==> config.mk <==
export PLATFORM = sky130hd
export DESIGN_NAME = ntt_ctrl
export DESIGN_NICKNAME = d
export VERILOG_FILES = /design/src/rtl/ntt_ctrl.sv
export SDC_FILE = /design/constraint.sdc
export NUM_CORES = 1
export LEC_CHECK = 0
export CORE_ASPECT_RATIO = 0.7
export CORE_MARGIN = 5
export CORE_UTILIZATION = 50
export CTS_CLUSTER_SIZE = 28
export DETAILED_ROUTE_END_ITERATION = 8
export PLACE_DENSITY = 0.66
export SKIP_CTS_REPAIR_TIMING = 1
export SLEW_MARGIN = 30
export SYNTH_ARGS = -nofsm -noshare
export SYNTH_HDL_FRONTEND = slang
export SYNTH_SLANG_ARGS = --single-unit
==> constraint.sdc <==
create_clock -name clk -period 6.4 [get_ports clk]
set_input_delay 0.96 -clock clk [delete_from_list [all_inputs] [get_ports clk]]
set_output_delay 0.96 -clock clk [all_outputs]
set_load 0.005 [all_outputs]
==> src/rtl/ntt_ctrl.sv <==
// NTT transform sequencer: walks 8 layers x 128 butterflies, issues coefficient reads,
// tracks in-flight butterflies in an address FIFO and writes results back in issue order.
module ntt_ctrl #(
  parameter int FIFO_DEPTH = 16
) (
  input  logic       clk,
  input  logic       rst,
  input  logic       start,
  input  logic       inverse,
  output logic       busy,
  output logic       done,
  output logic       rd_en,
  output logic [7:0] rd_addr_a,
  output logic [7:0] rd_addr_b,
  output logic [7:0] zeta_addr,
  output logic [2:0] bf_mode,
  output logic       bf_validi,
  input  logic       bf_valido,
  output logic       wr_en,
  output logic [7:0] wr_addr_a,
  output logic [7:0] wr_addr_b,
  output logic       err,
  output logic [1:0] state_dbg
);

  localparam int PTR_W = $clog2(FIFO_DEPTH);
  localparam int CNT_W = PTR_W + 1;
  localparam logic [CNT_W-1:0] CNT_STALL = CNT_W'(FIFO_DEPTH - 1);

  typedef enum logic [1:0] {IDLE = 2'd0, ISSUE = 2'd1, DRAIN = 2'd2, FIN = 2'd3} state_t;

  // Handshake: one read per rd_en cycle; bf_valido is a one-cycle strobe per finished
  // butterfly, consumed in that same cycle against the FIFO head (no backpressure).
  state_t           state, state_nx;
  logic [2:0]       layer;
  logic [6:0]       bidx;
  logic [PTR_W-1:0] wr_ptr, rd_ptr;
  logic [CNT_W-1:0] count;
  logic [15:0]      fifo_mem [FIFO_DEPTH];
  logic             stall, pop, drained;

  assign stall   = (count == CNT_STALL);
  assign drained = (count == '0);
  assign pop     = bf_valido && !drained;

  always_ff @(posedge clk) begin
    if (rst) state <= IDLE;
    else     state <= state_nx;
  end

  always_comb begin
    state_nx = state;
    case (state)
      IDLE:  if (start) state_nx = ISSUE;
      ISSUE: if (!stall && bidx == 7'd127) state_nx = DRAIN;
      DRAIN: if (drained) state_nx = (layer == 3'd7) ? FIN : ISSUE;
      FIN:   state_nx = IDLE;
      default: state_nx = IDLE;
    endcase
  end

  always_comb begin
    busy      = (state != IDLE);
    done      = (state == FIN);
    rd_en     = (state == ISSUE) && !stall;
    state_dbg = state;
  end

  // Layer/butterfly counters and the mode latched at start.
  always_ff @(posedge clk) begin
    if (rst) begin
      layer     <= '0;
      bidx      <= '0;
      bf_mode   <= '0;
      bf_validi <= 1'b0;
    end else begin
      bf_validi <= rd_en;
      if (state == IDLE && start) begin
        layer   <= '0;
        bidx    <= '0;
        bf_mode <= {2'b00, inverse};
      end else begin
        if (rd_en) bidx <= bidx + 7'd1;
        if (state == DRAIN && drained && layer != 3'd7) layer <= layer + 3'd1;
      end
    end
  end

  // Address generation: all strides are powers of two, so divide/mod become shifts/masks.
  logic [3:0] fwd_sh;
  logic [7:0] b_ext, len, grp, addr_a;
  logic [8:0] inv_zeta;

  always_comb begin
    b_ext    = {1'b0, bidx};
    fwd_sh   = 4'd7 - {1'b0, layer};
    inv_zeta = '0;
    if (bf_mode[0]) begin
      len       = 8'd1 << layer;
      grp       = b_ext >> layer;
      addr_a    = (grp << ({1'b0, layer} + 4'd1)) | (b_ext & (len - 8'd1));
      inv_zeta  = (9'd1 << (4'd8 - {1'b0, layer})) - 9'd1 - {1'b0, grp};
      zeta_addr = inv_zeta[7:0];
    end else begin
      len       = 8'd128 >> layer;
      grp       = b_ext >> fwd_sh;
      addr_a    = (grp << (fwd_sh + 4'd1)) | (b_ext & (len - 8'd1));
      zeta_addr = (8'd1 << layer) + grp;
    end
    rd_addr_a = addr_a;
    rd_addr_b = addr_a + len;
  end

  always_ff @(posedge clk) begin
    if (rd_en) fifo_mem[wr_ptr] <= {rd_addr_a, rd_addr_b};
  end

  always_ff @(posedge clk) begin
    if (rst) begin
      wr_ptr <= '0;
      rd_ptr <= '0;
      count  <= '0;
      err    <= 1'b0;
    end else begin
      if (rd_en) wr_ptr <= wr_ptr + 1'b1;
      if (pop)   rd_ptr <= rd_ptr + 1'b1;
      case ({rd_en, pop})
        2'b10:   count <= count + 1'b1;
        2'b01:   count <= count - 1'b1;
        default: count <= count;
      endcase
      // A result with nothing outstanding is a protocol violation; sticky until reset.
      if (bf_valido && drained) err <= 1'b1;
    end
  end

  assign wr_en = pop;
  assign {wr_addr_a, wr_addr_b} = fifo_mem[rd_ptr];

endmodule

==> results.py, run 1 <==
metrics = {
    "run_status": {
        "run_status": "finished, final reports clean",
    },
    "worst_hold_path": {
        "hold_path_end": "err",
        "hold_class": "reg2reg",
        "hold_depth": 2,
        "hold_start": "err",
    },
    "setup_path": {
        "cp.arrival_ns": 5.11,
        "crit_slowest_cell": "dfxtp_1",
        "required_ns": 5.44,
        "end_kind": "primary output",
        "r2r-start": "bidx[4]",
        "r2r_slack_ns": 2.00,
        "startpoint_type": "flop",
        "cp_max_fo": 15,
        "r2r-end": "fifo_mem[1][7]",
        "crit_chain": "mux2i_1, mux4_2, nor2_1, a21o_1, a21oi_1, a311oi_2, ha_1, a21o_1, a21oi_1, o22ai_1, o41ai_1, xor2_1, xor2_2, clkdlybuf4s50_1",
        "path_class": "reg2out",
        "r2r.worst_path.cells": 14,
        "slowest_delay_ns": 0.71,
    },
    "clock_tree": {
        "cts_buffers": 28,
        "cts_tree": "done",
        "cts.path.max_buffers": 3,
        "clock-sinks": 288,
        "htree_levels": 1,
        "clock_latency_ns": 0.56,
        "cts_root_buf": "clkbuf_16",
        "clkSlewWorstSetupHoldPaths_ns": 0.06,
    },
    "timing": {
        "clock_skew_ns": 0.0279,
        "drv_slew": 0,
        "setup_viol": 0,
        "max_slew_margin_pct": 36.1,
        "fin_crit_sh_pct": 94.8,
        "worst_slew_pin_slew_ns": 0.958,
        "hold_viol_final": 0,
        "setup_tns_ns": 0,
        "max_freq_mhz": 165,
        "rsz0062_at_grt": "false",
        "fin_crit_ns": 6.07,
    },
    "cells_and_area": {
        "syn_to_final_growth_pct": 15.2,
        "layout_commonest_cell": "edfxtp_1",
        "drive_gt1_share_pct": 22.4,
        "final_cell_mix": "edfxtp_1, mux4_2, nor2_1",
        "nets": 992,
        "antenna_cells": 0,
    },
    "power": {
        "p_comb_share_pct": 14.8,
        "p_int_w": 0.00341,
        "p_seq_share_pct": 48.6,
        "clkPwrFrac_pct": 36.6,
        "ir_drop_mv": 0.328,
        "leakage_nw": 5.25,
        "p_total_w": 0.00446,
        "p_sw_share_pct": 23.6,
        "p_switching_w": 0.00105,
        "power.density_nw_per_um2": 286,
    },
    "floorplan": {
        "start_util_pct": 50.7,
        "die-height_um": 148,
        "dieArea_um2": 30500,
        "io_pins": 56,
        "num_rows": 50,
        "coreArea_um2": 26700,
        "die_x_um": 207,
    },
    "global_route": {
        "grt_usage_pct": 20.7,
        "grt_antenna_before_repair": 0,
        "grt_start_max_net_pins": 41,
        "grt_pass1_wl_mm": 47.9,
        "grt.overflow.total": 0,
        "grt_pass1_vias": 7606,
    },
    "yosys": {
        "yosys.area.top_type": "edfxtp_1",
        "syn_inst": 870,
        "ys_seq_area_share_pct": 61.5,
        "ys.warnings.count": 0,
        "synth_top_area_share_pct": 56.8,
        "synth.area.top_cells": "edfxtp_1, mux4_2, dfxtp_1",
        "synth_seq_cells": 288,
        "syn-cell-area_um2": 13500,
        "async_flop_share_pct": 0,
        "synth_edf_count": 256,
        "synthFlopType": "edfxtp_1",
        "synth_area_per_cell_um2": 15.6,
        "ys_types": 68,
    },
    "route": {
        "drt_iter0_drc": 751,
        "wire_per_inst_um": 23.5,
        "ant_nets": 0,
        "viasPerCell": 5.97,
        "firstDrtPassIters": 5,
        "finalWirelength_mm": 31.2,
        "drc": 0,
        "routed-via-count": 7928,
    },
    "placement": {
        "io_buffers": 53,
        "dp_hpwl_mm": 20.1,
        "gp_congestion": 0.954,
    },
    "job": {
        "drv_cap": 0,
    },
}
power groups by stage:
stage / combinational [W] / clock, W / sequential [W]
2_1_floorplan: 0.000496 / 0 / 0.00215
5_1_grt: 0.000716 / 0.00176 / 0.00218
4_1_cts: 0.000668 / 0.00166 / 0.00217
3_5_place_dp: 0.000665 / 0 / 0.00221
3_3_place_gp: 0.000659 / 0 / 0.00221
6_report: 0.000659 / 0.00163 / 0.00217
flip-flops by register name, summed over array words and instances, names as in the netlist, named ones only:
| signal | flops |
|---|---|
| bidx | 7 |
| bf_validi | 1 |
| state_dbg | 2 |
| bf_mode | 1 |
| layer | 3 |
| count | 5 |
| rd_ptr | 4 |
| fifo_mem | 256 |
| err | 1 |
| wr_ptr | 4 |
worst max-delay path by stage:
stage,start,end,slack [ns],cells past startpoint
after CTS,layer[0],rd_addr_b[7],0.11,15
after detailed placement,layer[0],rd_addr_b[7],0.72,14
after global routing,bidx[4],rd_addr_b[7],0.05,13
final,bidx[4],rd_addr_b[7],0.33,14
after global placement,layer[0],rd_addr_b[7],0.76,14
after floorplan,layer[1],rd_addr_b[7],0.26,18
cell families after synthesis:
family          after synthesis  synth area share (%)
buf+inv                      81                  2.61
fa+ha+maj                    44                  4.29
other cells                   1                0.0277
mux                         117                  16.8
flops                       288                  61.5
xor+xnor                     40                  2.64
simple gates                191                  6.43
compound gates              108                  5.67
synthesized netlist by cell type (3+ instances only):
cell / number
edfxtp_1: 256
mux4_2: 85
nor2_1: 79
nand2_1: 46
ha_1: 40
dfxtp_1: 32
a21oi_1: 29
clkbuf_1: 29
inv_1: 23
xor2_1: 23
xnor2_1: 16
buf_2: 15
mux2i_1: 14
nor3_1: 14
mux2_2: 13
and3_1: 11
nor2b_1: 10
a21o_1: 9
o21ai_0: 9
a31oi_1: 8
and2_1: 8
buf_1: 7
nand3_1: 6
nand4_1: 6
nand2b_1: 5
o21ai_1: 5
fa_1: 4
a211o_1: 3
a211oi_1: 3
a221oi_1: 3
a22oi_1: 3
a311oi_1: 3
buf_6: 3
mux2_1: 3
o21bai_1: 3
o22ai_1: 3
o31ai_1: 3
final cells by class:
class | count | area, µm²
clock inverters | 12 | 150
well taps | 364 | 455
fillers | 2069 | 11100
multi-input cells | 502 | 4930
repair buffers | 98 | 868
inverters | 25 | 93.8
clock buffers | 40 | 756
flip-flops and latches | 288 | 8340
critical path: cells and delay by family, from the launching register on:
family	cells	cell delay, ns
xor+xnor	2	0.58
flops	1	0.71
buf+inv	1	0.58
fa+ha+maj	1	0.28
simple gates	1	0.23
compound gates	7	1.40
mux	2	0.76
routing by layer:
layer	part of all wire [%]	up-vias	wire (µm)	GRT usage, %
met5	0	-	0	0
met4	1.2	0	365	2.86
met3	7.4	31	2310	3.93
met2	43	280	13500	28.8
met1	48	4081	15100	34.7
li1	-	3536	-	-
stage by stage:
step / util (%) / instance area [µm²] / cells / setup slack [ns] / hold WS, ns
after global routing: 58.4 / 15600 / 1329 / 0.0488 / 0.530
after floorplan: - / 13500 / 871 / 0.263 / 0.461
after global placement: 54.9 / 14700 / 1277 / 0.756 / 0.452
final: 58.4 / 15600 / 1329 / 0.331 / 0.483
after CTS: 58.3 / 15600 / 1329 / 0.108 / 0.492
after detailed placement: 54.9 / 14700 / 1277 / 0.724 / 0.476
Power figures use the tool's default switching activity.
==> inputs of run 2 (changes only) <==
SLEW_MARGIN = not set   (was 30)
==> results.py, run 2 (same netlist as run 1, synthesis figures left out) <==
metrics = {
    "global_route": {
        "grt_antenna_before_repair": 0,
        "grt_start_max_net_pins": 41,
        "grt_usage_pct": 20.6,
        "grt.overflow.total": 0,
        "grt_pass1_vias": 7595,
        "grt_pass1_wl_mm": 47.6,
    },
    "floorplan": {
        "dieArea_um2": 30500,
        "die-height_um": 148,
        "coreArea_um2": 26700,
        "start_util_pct": 50.7,
        "io_pins": 56,
        "num_rows": 50,
        "die_x_um": 207,
    },
    "timing": {
        "drv_slew": 0,
        "clock_skew_ns": 0.0292,
        "fin_ws_ns": 0.325,
        "max_slew_margin_pct": 28.3,
        "max_freq_mhz": 165,
        "fin_crit_sh_pct": 94.9,
        "rsz0062_at_grt": "false",
        "setup_tns_ns": 0,
        "setup_viol": 0,
        "fin_crit_ns": 6.07,
        "hold_viol_final": 0,
        "worst_slew_pin_slew_ns": 1.07,
    },
    "clock_tree": {
        "clock_latency_ns": 0.55,
        "cts_buffers": 28,
        "cts_tree": "done",
        "clock-sinks": 288,
        "clkSlewWorstSetupHoldPaths_ns": 0.06,
        "htree_levels": 1,
        "cts_root_buf": "clkbuf_16",
        "cts.path.max_buffers": 3,
    },
    "cells_and_area": {
        "layout_commonest_cell": "edfxtp_1",
        "drive_gt1_share_pct": 22.4,
        "final_core_util_pct": 58.2,
        "layoutNonFillerInstCount": 1329,
        "largest_reg_flops": 256,
        "reg_top3": "fifo_mem: 256 flops, bidx: 7 flops, count: 5 flops",
        "final_cell_mix": "edfxtp_1, mux4_2, nor2_1",
        "syn_to_final_growth_pct": 14.9,
        "nets": 992,
        "antenna_cells": 0,
        "largest_register": "fifo_mem",
    },
    "setup_path": {
        "cp_max_fo": 15,
        "startpoint_type": "flop",
        "required_ns": 5.44,
        "cp_top_family": "compound AO/OA/AOI/OAI gates",
        "cp.arrival_ns": 5.11,
        "path_class": "reg2out",
        "crit_chain": "mux2i_1, mux4_2, nor2_1, a21o_1, a21oi_1, a311oi_2, ha_1, a21o_1, a21oi_1, o22ai_1, o41ai_1, xor2_1, xor2_2, clkdlybuf4s50_1",
        "end_kind": "primary output",
        "crit_slowest_cell": "dfxtp_1",
        "slowest_delay_ns": 0.73,
        "critPathBufInv": 1,
    },
    "job": {
        "drv_cap": 0,
    },
    "power": {
        "ir_drop_mv": 0.224,
        "leakage_nw": 5.24,
        "power.density_nw_per_um2": 284,
    },
    "route": {
        "firstDrtPassIters": 5,
        "viasPerCell": 5.95,
        "routed-via-count": 7906,
        "drc": 0,
        "drt_iter0_drc": 709,
        "ant_nets": 0,
        "wire_per_inst_um": 23.5,
        "finalWirelength_mm": 31.2,
    },
    "placement": {
        "gp_congestion": 0.954,
        "dp_cells": 1277,
        "pre_cts_ws_ns": 0.714,
        "io_buffers": 53,
        "dp_hpwl_mm": 20.1,
    },
    "run_status": {
        "run_status": "finished, final reports clean",
    },
    "worst_hold_path": {
        "hold_class": "reg2reg",
    },
}
run 2: final cells by class:
class / count / area, µm²
fill: 2090 / 11200
tap: 364 / 455
clock inverter: 12 / 126
sequential: 288 / 8340
timing repair buffer: 98 / 868
clock buffer: 40 / 756
multi-input combinational: 502 / 4920
inverter: 25 / 93.8
run 2: per-layer routing:
layer / track usage [%] / share of wire [%] / vias up
li1: - / - / 3536
met5: 0 / 0 / -
met2: 28.8 / 43 / 320
met4: 2.76 / 0.99 / 0
met1: 34.3 / 48 / 4021
met3: 3.99 / 8.4 / 29
run 2: worst register-to-register path: cells and delay by family (launching register included):
family	cells	cell delay [ns]
adder cells (fa/ha/maj)	1	0.28
flip-flops	1	0.73
AO/OA/AOI/OAI	7	1.39
buffers and inverters	1	0.26
XOR/XNOR	2	0.60
multiplexers	2	0.76
AND/OR/NAND/NOR	1	0.23
run 2: path summary, 6_finish.rpt:
kind / start / endpoint / slack (ns) / cells after the start
worst max-delay path: bidx[4] / rd_addr_b[7] / 0.33 / 14
worst min-delay path: err / err / 0.48 / 2
worst max register to register: bidx[4] / fifo_mem[1][7] / 1.98 / 14
worst min register to register: err / err / 0.48 / 2
run 2: metrics by stage:
stage,instance area [µm²],hold WS (ns),total power (W)
global route,15600,0.561,0.00461
finish,15600,0.485,0.00441
detailed placement,14700,0.480,0.00288
floorplan,13500,0.461,0.00265
CTS,15500,0.497,0.00446
global placement,14700,0.452,0.00287
run 2: power breakdown:
group          total [W]  internal, W  switching (W)
clock            0.00159     0.000906       0.000681
combinational   0.000661     0.000374       0.000287
sequential       0.00217      0.00209      0.0000778
total            0.00441      0.00337        0.00105
